## src/rtl/mem_bus_arbiter_pkg.sv

```systemverilog
// Shared definitions for the two-port memory bus arbiter: FSM state
// encoding, port index constants and a small port helper.
package mem_bus_arbiter_pkg;

  // Arbiter FSM states. The values are fixed so software/debug views
  // of the state register stay stable across builds.
  typedef enum logic [1:0] {
    IDLE   = 2'd0,
    ACCESS = 2'd1,
    RDATA  = 2'd2
  } arb_state_e;

  // Port indices: port 0 is the CPU, port 1 the secondary master.
  localparam logic PORT0 = 1'b0;
  localparam logic PORT1 = 1'b1;

  // The port that is not p; used to hand a tie to whoever was not served last.
  function automatic logic other_port(input logic p);
    return ~p;
  endfunction

endpackage

```

## src/rtl/mem_bus_arbiter_select.sv

```systemverilog
// Winner selection for the memory bus arbiter. Purely combinational:
// a lone request always wins; on a tie the port that was not served
// last wins. Feeding a constant PORT1 as the pointer turns this into
// fixed priority for port 0.
module mem_arb_select
  import mem_bus_arbiter_pkg::*;
(
  input  logic req0_i,
  input  logic req1_i,
  input  logic last_i,
  output logic winner_o,
  output logic valid_o
);

  // Pick the winning port index and flag that a winner exists.
  always_comb begin
    valid_o  = req0_i | req1_i;
    winner_o = PORT0;
    if (req0_i && req1_i) begin
      winner_o = other_port(last_i);
    end else if (req1_i) begin
      winner_o = PORT1;
    end
  end

endmodule

```

## src/rtl/mem_bus_arbiter.sv

```systemverilog
// Two-port memory/IO bus arbiter. A request seen in IDLE is granted in
// the same cycle (o_gnt is a one-cycle pulse), its command is driven on
// the bus for exactly one ACCESS cycle, and reads collect i_mem_data in
// RDATA and pulse o_rvalid on the following cycle.
// Build option: define MEM_ARB_RR_EN for round-robin arbitration on
// simultaneous requests; without it port 0 always wins a tie.
module mem_bus_arbiter
  import mem_bus_arbiter_pkg::*;
#(
  parameter int RAM_WIDTH  = 16,
  parameter int ADDR_WIDTH = 11
) (
  input  logic                  i_clk,
  input  logic                  i_rst,
  input  logic                  i_req0,
  input  logic                  i_req1,
  input  logic                  i_wr0,
  input  logic                  i_wr1,
  input  logic [ADDR_WIDTH-1:0] i_addr0,
  input  logic [ADDR_WIDTH-1:0] i_addr1,
  input  logic [RAM_WIDTH-1:0]  i_data0,
  input  logic [RAM_WIDTH-1:0]  i_data1,
  output logic                  o_gnt0,
  output logic                  o_gnt1,
  output logic                  o_rvalid0,
  output logic                  o_rvalid1,
  output logic [RAM_WIDTH-1:0]  o_rdata0,
  output logic [RAM_WIDTH-1:0]  o_rdata1,
  output logic [ADDR_WIDTH-1:0] o_addr,
  output logic [RAM_WIDTH-1:0]  o_data,
  output logic                  o_wr,
  output logic                  o_rd,
  input  logic [RAM_WIDTH-1:0]  i_mem_data,
  output logic                  o_busy
);

  arb_state_e            state_q;
  logic                  port_q;
  logic [ADDR_WIDTH-1:0] addr_q;
  logic [RAM_WIDTH-1:0]  data_q;
  logic                  wr_q;
  logic                  rd_q;
  logic                  rvalid0_q;
  logic                  rvalid1_q;
  logic [RAM_WIDTH-1:0]  rdata0_q;
  logic [RAM_WIDTH-1:0]  rdata1_q;

  logic                  last_ptr;
  logic                  sel_port;
  logic                  sel_valid;
  logic                  take;
  logic                  sel_wr;
  logic [ADDR_WIDTH-1:0] sel_addr;
  logic [RAM_WIDTH-1:0]  sel_data;

  mem_arb_select u_select (
    .req0_i   (i_req0),
    .req1_i   (i_req1),
    .last_i   (last_ptr),
    .winner_o (sel_port),
    .valid_o  (sel_valid)
  );

  // A grant only happens in IDLE and never while reset is being applied,
  // so a request held across reset is granted on the first free cycle.
  assign take = (state_q == IDLE) && !i_rst && sel_valid;

  // Route the winning port's command fields toward the command registers.
  always_comb begin
    sel_wr   = i_wr0;
    sel_addr = i_addr0;
    sel_data = i_data0;
    if (sel_port == PORT1) begin
      sel_wr   = i_wr1;
      sel_addr = i_addr1;
      sel_data = i_data1;
    end
  end

`ifdef MEM_ARB_RR_EN
  logic last_q;

  // Remember which port won the latest grant so the other one wins the next tie.
  always_ff @(posedge i_clk) begin
    if (i_rst) begin
      last_q <= PORT1;
    end else if (take) begin
      last_q <= sel_port;
    end
  end

  assign last_ptr = last_q;
`else
  // Fixed priority: pretending port 1 was always served last hands every tie to port 0.
  assign last_ptr = PORT1;
`endif

  // Arbiter FSM with registered bus strobes, read data and rvalid pulses.
  always_ff @(posedge i_clk) begin
    if (i_rst) begin
      state_q   <= IDLE;
      port_q    <= PORT0;
      addr_q    <= '0;
      data_q    <= '0;
      wr_q      <= 1'b0;
      rd_q      <= 1'b0;
      rvalid0_q <= 1'b0;
      rvalid1_q <= 1'b0;
      rdata0_q  <= '0;
      rdata1_q  <= '0;
    end else begin
      // Strobes and rvalid are single-cycle pulses unless set below.
      wr_q      <= 1'b0;
      rd_q      <= 1'b0;
      rvalid0_q <= 1'b0;
      rvalid1_q <= 1'b0;
      case (state_q)
        IDLE: begin
          if (take) begin
            port_q  <= sel_port;
            addr_q  <= sel_addr;
            data_q  <= sel_data;
            wr_q    <= sel_wr;
            rd_q    <= !sel_wr;
            state_q <= ACCESS;
          end
        end
        ACCESS: begin
          // wr_q still holds this transaction's direction during ACCESS.
          state_q <= wr_q ? IDLE : RDATA;
        end
        RDATA: begin
          // Memory answers one cycle after the read strobe; latch it for the winner.
          if (port_q == PORT0) begin
            rdata0_q  <= i_mem_data;
            rvalid0_q <= 1'b1;
          end else begin
            rdata1_q  <= i_mem_data;
            rvalid1_q <= 1'b1;
          end
          state_q <= IDLE;
        end
        default: begin
          state_q <= IDLE;
        end
      endcase
    end
  end

  assign o_gnt0    = take && (sel_port == PORT0);
  assign o_gnt1    = take && (sel_port == PORT1);
  assign o_addr    = addr_q;
  assign o_data    = data_q;
  assign o_wr      = wr_q;
  assign o_rd      = rd_q;
  assign o_rvalid0 = rvalid0_q;
  assign o_rvalid1 = rvalid1_q;
  assign o_rdata0  = rdata0_q;
  assign o_rdata1  = rdata1_q;
  assign o_busy    = (state_q != IDLE);

endmodule

```

## config.mk

```make
export PLATFORM = sky130hd
export DESIGN_NAME = mem_bus_arbiter
export DESIGN_NICKNAME = d
export VERILOG_FILES = /design/src/rtl/mem_bus_arbiter_pkg.sv /design/src/rtl/mem_bus_arbiter_select.sv /design/src/rtl/mem_bus_arbiter.sv
export SDC_FILE = /design/constraint.sdc
export NUM_CORES = 1
export LEC_CHECK = 0
export ABC_AREA = 1
export CELL_PAD_IN_SITES_DETAIL_PLACEMENT = 0
export CELL_PAD_IN_SITES_GLOBAL_PLACEMENT = 1
export CORE_ASPECT_RATIO = 1.4
export CORE_MARGIN = 1.5
export CORE_UTILIZATION = 46
export CTS_BUF_LIST = sky130_fd_sc_hd__clkbuf_2
export CTS_CLUSTER_SIZE = 16
export DETAILED_ROUTE_END_ITERATION = 10
export DONT_BUFFER_PORTS = 1
export PLACE_DENSITY_LB_ADDON = 0.08
export SLEW_MARGIN = 20
export SYNTH_ARGS = -nofsm -noshare
export SYNTH_HDL_FRONTEND = slang
export SYNTH_SLANG_ARGS = --single-unit
```

## constraint.sdc

```tcl
create_clock -name i_clk -period 3.4 [get_ports i_clk]
set_clock_uncertainty 0.05 [all_clocks]
set_input_delay 1.02 -clock i_clk [delete_from_list [all_inputs] [get_ports i_clk]]
set_output_delay 1.02 -clock i_clk [all_outputs]
set_load 0.05 [all_outputs]
```

# [Word level (Yosys, flattened, before mapping)]
# Cells that the tools add are included.
[word_totals] elab_cells=43 inputBits=76 regBits=66
[op_classes] reduce_logical=14 mux=10 bitwise_logic=6 eq_ne=3
[ops] operator="two-way mux 16 bit" count=1
[ops] operator="two-way mux 11 bit" count=1
[ops] operator="AND reduction 2 bit" count=3
[ops] operator="logical AND 1 bit" count=5
[ops] operator="two-way mux 1 bit" count=5
[ops] operator="NOT 1 bit" count=5
[ops] operator="two-way mux 2 bit" count=2
[ops] operator="case mux 2 bit (2 select lines)" count=1
[ops] operator="OR reduction 3 bit" count=1
[ops] operator="equality test 2 x 1 -> 1 bit (second input constant)" count=1
[ops] operator="equality test 2 bit (second input constant)" count=1
[ops] operator="logical NOT 1 bit" count=2
[ops] operator="logical NOT 2 bit" count=1
[ops] operator="inequality test 2 bit (second input constant)" count=1
[ops] operator="nonzero test 2 bit" count=1
[ops] operator="OR reduction 2 bit" count=1
[ops] operator="OR 1 bit" count=1

# [Longest topological paths before layout]
# Gate-level depths: netlist of the first run.
[logic_depth] depth_word=5 mapped_depth=7

# [Cells and area by module]
# A second synthesis of the first run with hierarchy kept.
[unflattened] hier_cells=466 area_unflattened_um2=2991.6
[by_module_without_submodules] module="mem_bus_arbiter" n_inst=1 seq_area_each_um2=1321.3 cells_each=463 area_each_um2=2976.6
[by_module_without_submodules] module="mem_arb_select" n_inst=1 seq_area_each_um2=0.0 cells_each=3 area_each_um2=15.0

# [Worst setup path after synthesis of the first run]
# No wires, ideal clock.
[synth_path] kind="input port to output port" startpoint="input port i_req1" endpoint="output port o_gnt0" setup_slack_ns=0.186 stages=5 n_path_buf=1 arrival_time_ns=2.144 cell_sequence="buf_2 inv_1 nand2_1 nand3_1 a21oi_1"
[synth_via] elab_chain_len=4
[synth_rtl] item="start, declared" line="mem_bus_arbiter.sv:16" source="input logic i_req1,"
[synth_rtl] item="two-way mux 1 bit or logical AND 1 bit (tied branches)" line="mem_bus_arbiter_select.sv:21, mem_bus_arbiter_select.sv:19"
[synth_rtl] item="two-way mux 1 bit" line="mem_bus_arbiter_select.sv:19" source="if (req0_i && req1_i) begin"
[synth_rtl] item="NOT 1 bit" line="mem_bus_arbiter.sv:150" source="assign o_gnt0 = take && (sel_port == PORT0);"
[synth_rtl] item="logical AND 1 bit (*)" line="mem_bus_arbiter.sv:150"
[synth_rtl] item="end, declared" line="mem_bus_arbiter.sv:23" source="output logic o_gnt0,"
# Every way passes the cells marked *; elsewhere a longest branch is shown, timed or not.

# [Final worst setup path of the first run]
[layout_path] startpoint="input port i_req0" endpoint="output port o_gnt0"
[layout_via] elab_chain_len=4
[layout_rtl] item="start, declared" line="mem_bus_arbiter.sv:15" source="input logic i_req0,"
[layout_rtl] item="logical AND 1 bit" line="mem_bus_arbiter_select.sv:19"
[layout_rtl] item="two-way mux 1 bit" line="mem_bus_arbiter_select.sv:19"
[layout_rtl] item="NOT 1 bit" line="mem_bus_arbiter.sv:150"
[layout_rtl] item="logical AND 1 bit (*)" line="mem_bus_arbiter.sv:150"
# Marks and branches as above.

==> results of run 1 <==
## state kept, by name, indices dropped and copies added, names as in the netlist
| name | count |
|---|---|
| o_rdata1 | 16 |
| o_rvalid1 | 1 |
| o_rdata0 | 16 |
| o_wr | 1 |
| state_q | 2 |
| o_data | 16 |
| o_rd | 1 |
| port_q | 1 |
| o_addr | 11 |
| o_rvalid0 | 1 |
## cell type report
class,instances,area share
inverters,39,0.0479
well taps,70,0.0286
flip-flops and latches,66,0.432
clock buffers,10,0.0164
repair buffers,6,0.0188
multi-input cells,312,0.419
clock inverters,6,0.0376
## cell usage after synthesis (all sizes together)
library cell	count	share of area
a21oi	2	0.0035
buf	23	0.042
nand2	179	0.24
inv	39	0.051
clkbuf	2	0.0026
nor4	1	0.0022
nor2	70	0.097
nand3	59	0.10
dfxtp	66	0.46
nand4	1	0.0022
## stage by stage
step / worst slack [ps] / area [um^2] / instances
finish: 652 / 3060 / 509
global placement: 687 / 2890 / 493
global route: 549 / 3060 / 509
CTS: 655 / 3060 / 509
detailed placement: 664 / 2890 / 493
floorplan: 186 / 2870 / 442
## power by group through the flow
stage                     clock [mW]  combinational [mW]  sequential, mW
after floorplan                    0               0.147            1.02
after global placement             0               0.162            1.03
after detailed placement           0               0.165            1.03
after CTS                      0.631               0.166            1.02
after global routing           0.662               0.192            1.02
final                          0.610               0.164            1.01
## routing by layer
layer  vias up  part of all wire  global-route usage
li1       1320                 -                   -
met1      1104              0.39               0.200
met2       100              0.50               0.353
met3        12             0.088              0.0612
met4         0             0.024               0.119
met5         -                 0                   0
## final timing paths
path,endpoint,cells after the start
hold / removal,port_q,2
setup reg to reg,o_rdata1[10],4
hold reg to reg,port_q,2
setup / recovery,o_gnt0,5
## cell families after synthesis
family,Yosys count,share of synthesized area
simple gates,310,0.441
compound gates,2,0.00349
flops,66,0.460
buf+inv,64,0.0955
## critical path, cell delays in order
cell and delay [ps]:
inv_1 60, nand2_1 100, nand3_1 130, a21oi_1 150, buf_4 210
==> impl_results.md, run 1 <==
* Largest net degree at the start of global routing at 62
* Die W at about 70 um
* HP Start: port_q
* Worst R2R Setup Slack at 1850 ps
* Pwr per Cell Area at 584 mW/mm^2
* First-pass GRT wire length at 10.5 mm
* Total core area at 0.00595 mm^2
* Critical Path RT at 2330 ps
* Wire length per cell at between 10 and 15 um
* Sink Count at 66
* Synth Instances at 442
* CTS tree: built
* Most frequent cells in the layout: 176 x nand2_1, 68 x nor2_1, 66 x dfxtp_1
* DR iter-0 viols at ~120
* TritonCTS Buffers at 9
* GP Congestion at 0.727
* Mean Syn Cell Area at about 6.5 um^2
* Area of the multi-input gates at 0.00128 mm^2
* Post-Syn Nets at between 500 and 600
* Routed WL at 6.62 mm
* Share of cells above drive strength 1 at 0.0661
* Final setup vio count at 0
* Status: finished clean
* TritonRoute pass-1 iters at 4
* IO Pins at 142
* DRC Markers at 0
* Via/cell ratio at 4.98
* GRT overflow at 0
* RSZ-0062 raised after global routing: false
* Startpoint types: input pin
* Post-CTS setup buffers at 0
* H-tree lvl count at 3
* Peak fanout along the critical path at 5
* Setup TNS at 0 ps
* CP Launch Point: i_req0
* Minimum clock period at 2750 ps
* Antenna violations before repair at 0
* Starting Density at 0.483
* Worst hold path type: flip-flop to flip-flop
* PortBufs at 0
* Reg area at 0.00132 mm^2
* Clk_lat worst skew at roughly 450 ps
* DIE HEIGHT at a little under 100 um
* Commonest non-fill, non-tap cell in the layout: nand2_1
* Worst r2r src: state_q[1]
* Worst hold slack at 464 ps
* Switching fraction of total power at 0.331
* Max Cap Violations at 0
* Register bit total from synthesis at 66
* Worst-path clk slew at 160 ps
* Post-CTS Resized at 0
* Crit. End Element: output port
* Hpwl dp at approximately 4.4 mm
* Pins Over Slew Limit at 0
* Register area share after synthesis at 0.460
* Hold Violations, Final at 0
* Post-CTS Hold Fix Bufs at 0
* VDD IR max at 0.251 mV
* Relative slew slack at 0.575
* GRT Util Overall at 0.196
* Worst-Margin Slew at around 640 ps
* Nets@finish at just over 500
* Critical path arrival at about 1700 ps
* Die ar. at 0.00673 mm^2
* Critical path class: input pin to output port
* Fillers at 634
* NetSw at 0.592 mW
* Share of total power in sequential cells at 0.567
* Clock group share of total power at 0.341
* Final Cycle Share at 0.808
* Post-layout util at 0.514
* Synth warnings at 0
* Clk buf depth at 2
* Mapped cell area at 0.00287 mm^2
* Leakage at 1.67 nW
* Vias in the first global route at 2,369
* Logic pwr share at 0.091
* Synth unique cells at 16
* ANT nets after route at 0
* Power Total at 1.79 mW
* # rows at 33
* Antenna Cells at 0
* Root buf cell: clkbuf_2
* Via count at between 2,000 and 3,000
* Int Pwr at approximately 1.2 mW
* Area Overhead vs Synth at 6.54%
* Max Freq at 364 MHz
Note: power is estimated with default switching activity, not from simulation.
==> inputs of run 2 (changes only) <==
Settings changed: CORE_UTILIZATION 46 to 43.
Clock period 3.4 ns to 2.68 ns, I/O delays scaled along.
==> impl_results.md, run 2 (synthesized netlist as in run 1, its figures left out) <==
* Peak fanout along the critical path at 5
* RSZ-0062 raised after global routing: false
* ANT nets after route at 0
* Post-CTS Resized at 0
* IO Pins at roughly 140
* CTS tree: built
* Critical path class: flip-flop to output port
* Worst R2R Setup Slack at 1240 ps
* Routed WL at 6.65 mm
* Worst r2r src: state_q[1]
* Crit. End Element: output port
* Post-layout util at 0.472
* Clk_lat worst skew at 500 ps
* H-tree lvl count at 3
* DRC Markers at 0
* Startpoint types: flip-flop
* Pwr per Cell Area at 737 mW/mm^2
* Die W at between 70 and 80 um
* VDD IR max at 0.319 mV
* Worst hold path type: input pin to flip-flop
* R2r worst-path depth at 5
* Minimum clock period at 2400 ps
* Via count at 2,537
* Vias in the first global route at 2,314
* Slowest cell on crit path: dfxtp_1
* Nets@finish at just over 500
* WHS Path Cells at 1
* Relative slew slack at 0.578
* Hpwl dp at 4.40 mm
* Critical Path RT at ~1800 ps
* Largest net degree at the start of global routing at 62
* Leakage at 1.68 nW
* Starting Density at 0.440
* TritonCTS Buffers at 9
* Post-CTS Hold Fix Bufs at 0
* Antenna Cells at 0
* Share of cells above drive strength 1 at 0.0682
* Via/cell ratio at about 4.9
* Post-CTS setup buffers at 0
* DR iter-0 viols at 92
* Antenna violations before repair at 0
* PortBufs at 0
* Critical path arrival at 1540 ps
* Clk buf depth at 2
* GP Congestion at 0.761
* Status: finished clean
* Worst path max stage delay at 390 ps
* CP Launch Point: state_q[1]
* Worst-path clk slew at 210 ps
* Sink Count at 66
* Final setup vio count at 0
* HP Start: i_rst
* Commonest non-fill, non-tap cell in the layout: nand2_1
* Hold Violations, Final at 0
* Critical-path cell list: nor2_4, nand3_1, a21oi_2, buf_12
* Max Freq at 417 MHz
* TritonRoute pass-1 iters at 4
* Worst-Margin Slew at 633 ps
* Root buf cell: clkbuf_2
* Setup TNS at 0 ps
* DIE HEIGHT at between 90 and 100 um
* Cell family with most CP delay: flip-flops
* Worst hold path endpoint: o_rvalid0
* Worst Path Buf+Inv at 1
* Reg-to-Reg End: o_addr[6]
* Most frequent cells in the layout: 176 x nand2_1, 68 x nor2_1, 66 x dfxtp_1
* First-pass GRT wire length at between 10 and 15 mm
* # rows at 35
* Total core area at 0.00653 mm^2
* Wire length per cell at 12.9 um
* Pins Over Slew Limit at 0
* Max Cap Violations at 0
* Area Overhead vs Synth at 7.28%
* Final Cycle Share at 0.895
* GRT Util Overall at 0.191
* GRT overflow at 0
* Die ar. at 0.00718 mm^2
==> run 2: area by class of cell <==
type	instances	area (um^2)
Clock inverter	7	118
Multi-Input combinational cell	312	1280
Tap cell	74	92.6
Timing Repair Buffer	7	77.6
Sequential cell	66	1320
Clock buffer	9	45.0
Inverter	39	146
Fill cell	708	3450
==> run 2: stage by stage <==
step / total power [mW] / cells / hold slack (ps) / area [um^2] / worst slack [ps]
after floorplan: 1.48 / 442 / 407 / 2870 / 125
after global placement: 1.52 / 498 / 426 / 2920 / 306
after detailed placement: 1.52 / 498 / 429 / 2920 / 293
after CTS: 2.30 / 514 / 232 / 3080 / 224
after global routing: 2.40 / 514 / 203 / 3080 / 129
final: 2.27 / 514 / 278 / 3080 / 281
==> run 2: worst max-delay path by stage <==
stage,to,slack (ps),depth (start not counted)
6_report,o_gnt0,280,4
4_1_cts,o_gnt0,220,4
5_1_grt,o_gnt0,130,4
3_3_place_gp,o_addr[7],310,6
3_5_place_dp,o_addr[6],290,6
2_1_floorplan,o_gnt1,130,4
==> run 2: power by group <==
group          internal [mW]  switching (mW)  total (mW)
Sequential              1.04           0.243        1.29
Combinational         0.0682           0.143       0.211
Clock                  0.403           0.371       0.773
==> run 2: layer usage <==
layer,wire length [um],track usage
met1,2670,0.208
met2,3290,0.325
met3,566,0.0770
met4,123,0.0827
met5,0,0
==> inputs of run 3 (changes only) <==
Settings changed: CORE_MARGIN 1.5 to 5.
==> impl_results.md, run 3 (synthesized netlist as in run 1, its figures left out) <==
* Critical path class: flip-flop to output port
* Pwr per Cell Area at 741 mW/mm^2
* Fin cells at a little over 500
* Sink Count at 66
* Post-layout util at 0.471
* Peak fanout along the critical path at 5
* TritonCTS Buffers at 9
* RSZ-0062 raised after global routing: false
* Share of cells above drive strength 1 at 0.0661
* ANT nets after route at 0
* Final setup vio count at 0
* Vias in the first global route at 2,429
* Worst hold path type: input pin to flip-flop
* Post-CTS Hold Fix Bufs at 0
* Area Overhead vs Synth at 7.11%
* H-tree lvl count at 3
* Max Freq at 417 MHz
* Hold Violations, Final at 0
* TritonRoute pass-1 iters at 4
* # rows at 35
* Post-CTS Resized at 0
* Relative slew slack at 0.589
* Setup TNS at 0 ps
* Pins Over Slew Limit at 0
* Worst-Margin Slew at 616 ps
* Wire length per cell at approximately 14 um
* First-pass GRT wire length at 11.5 mm
* Root buf cell: clkbuf_2
* Finished Cell Area at 0.00307 mm^2
* PortBufs at 0
* Dpl cells at 497
* Antenna Cells at 0
* Minimum clock period at roughly 2400 ps
* GRT Util Overall at 0.174
* Die W at 79.1 um
* Routed WL at 7.09 mm
* Die ar. at 0.00843 mm^2
* Largest net degree at the start of global routing at 59
* Final Cycle Share at 0.896
* DIE HEIGHT at about 110 um
* GP Congestion at 0.712
* Power Total at ~2.3 mW
* Commonest non-fill, non-tap cell in the layout: nand2_1
* Max Cap Violations at 0
* Clk_lat worst skew at about 480 ps
* Nets@finish at 510
* Critical Path RT at 1830 ps
* Post-CTS setup buffers at 0
* Starting Density at 0.440
* Status: finished clean
* Antenna violations before repair at 0
* Placed Area at 0.00291 mm^2
* Total core area at 0.00653 mm^2
* Critical path arrival at 1550 ps
* Worst-path clk slew at 210 ps
* DRC Markers at 0
* DR iter-0 viols at 115
* GRT overflow at 0
* Crit. End Element: output port
* Via/cell ratio at 4.82
* Leakage at around 1.7 nW
* Hpwl dp at about 4.9 mm
* IO Pins at 142
* Startpoint types: flip-flop
* CTS tree: built
* Clk buf depth at 2
* Most frequent cells in the layout: 176 x nand2_1, 68 x nor2_1, 66 x dfxtp_1
* Via count at around 2,500
* VDD IR max at 0.314 mV
-- run 3: cell count changes in the layout (fill, tap and decap cells not counted), sizes merged --
cell and change:
clkinv -2, clkinvlp +1, buf -1, clkbuf +1
-- run 3: path summary, 6_finish.rpt --
kind / startpoint / endpoint / slack (ps) / cells past startpoint
min reg2reg: port_q / port_q / 440 / 2
min: i_rst / o_rvalid1 / 280 / 1
max: state_q[1] / o_gnt0 / 280 / 4
max reg2reg: state_q[1] / o_addr[0] / 1240 / 5
-- run 3: cell type report --
class                           instances  area, um^2
Multi-Input combinational cell        312        1280
Clock inverter                          6         115
Sequential cell                        66        1320
Tap cell                               74        92.6
Clock buffer                           10        50.0
Timing Repair Buffer                    6        70.1
Fill cell                             710        3450
Inverter                               39         146
-- run 3: critical path: stages (launching register included) --
cell     delay, ps
dfxtp_1        390
nor2_4         160
nand3_1        160
a21oi_2        190
buf_12         160
-- run 3: routing by layer --
layer | GRT usage | part of all wire | vias to the layer above
li1 | - | - | 1323
met1 | 0.182 | 0.37 | 1053
met2 | 0.298 | 0.51 | 83
met3 | 0.0824 | 0.11 | 12
met4 | 0.0688 | 0.018 | 0
met5 | 0 | 0 | -
-- run 3: through the flow --
stage	hold WS, ps	worst slack [ps]
6_report	277	280
3_5_place_dp	426	260
4_1_cts	212	188
5_1_grt	182	129
2_1_floorplan	407	125
3_3_place_gp	423	288
-- run 3: where the power goes --
group	switching, mW	internal (mW)
sequential	0.245	1.04
combinational	0.142	0.0672
clock	0.371	0.409
total	0.758	1.52
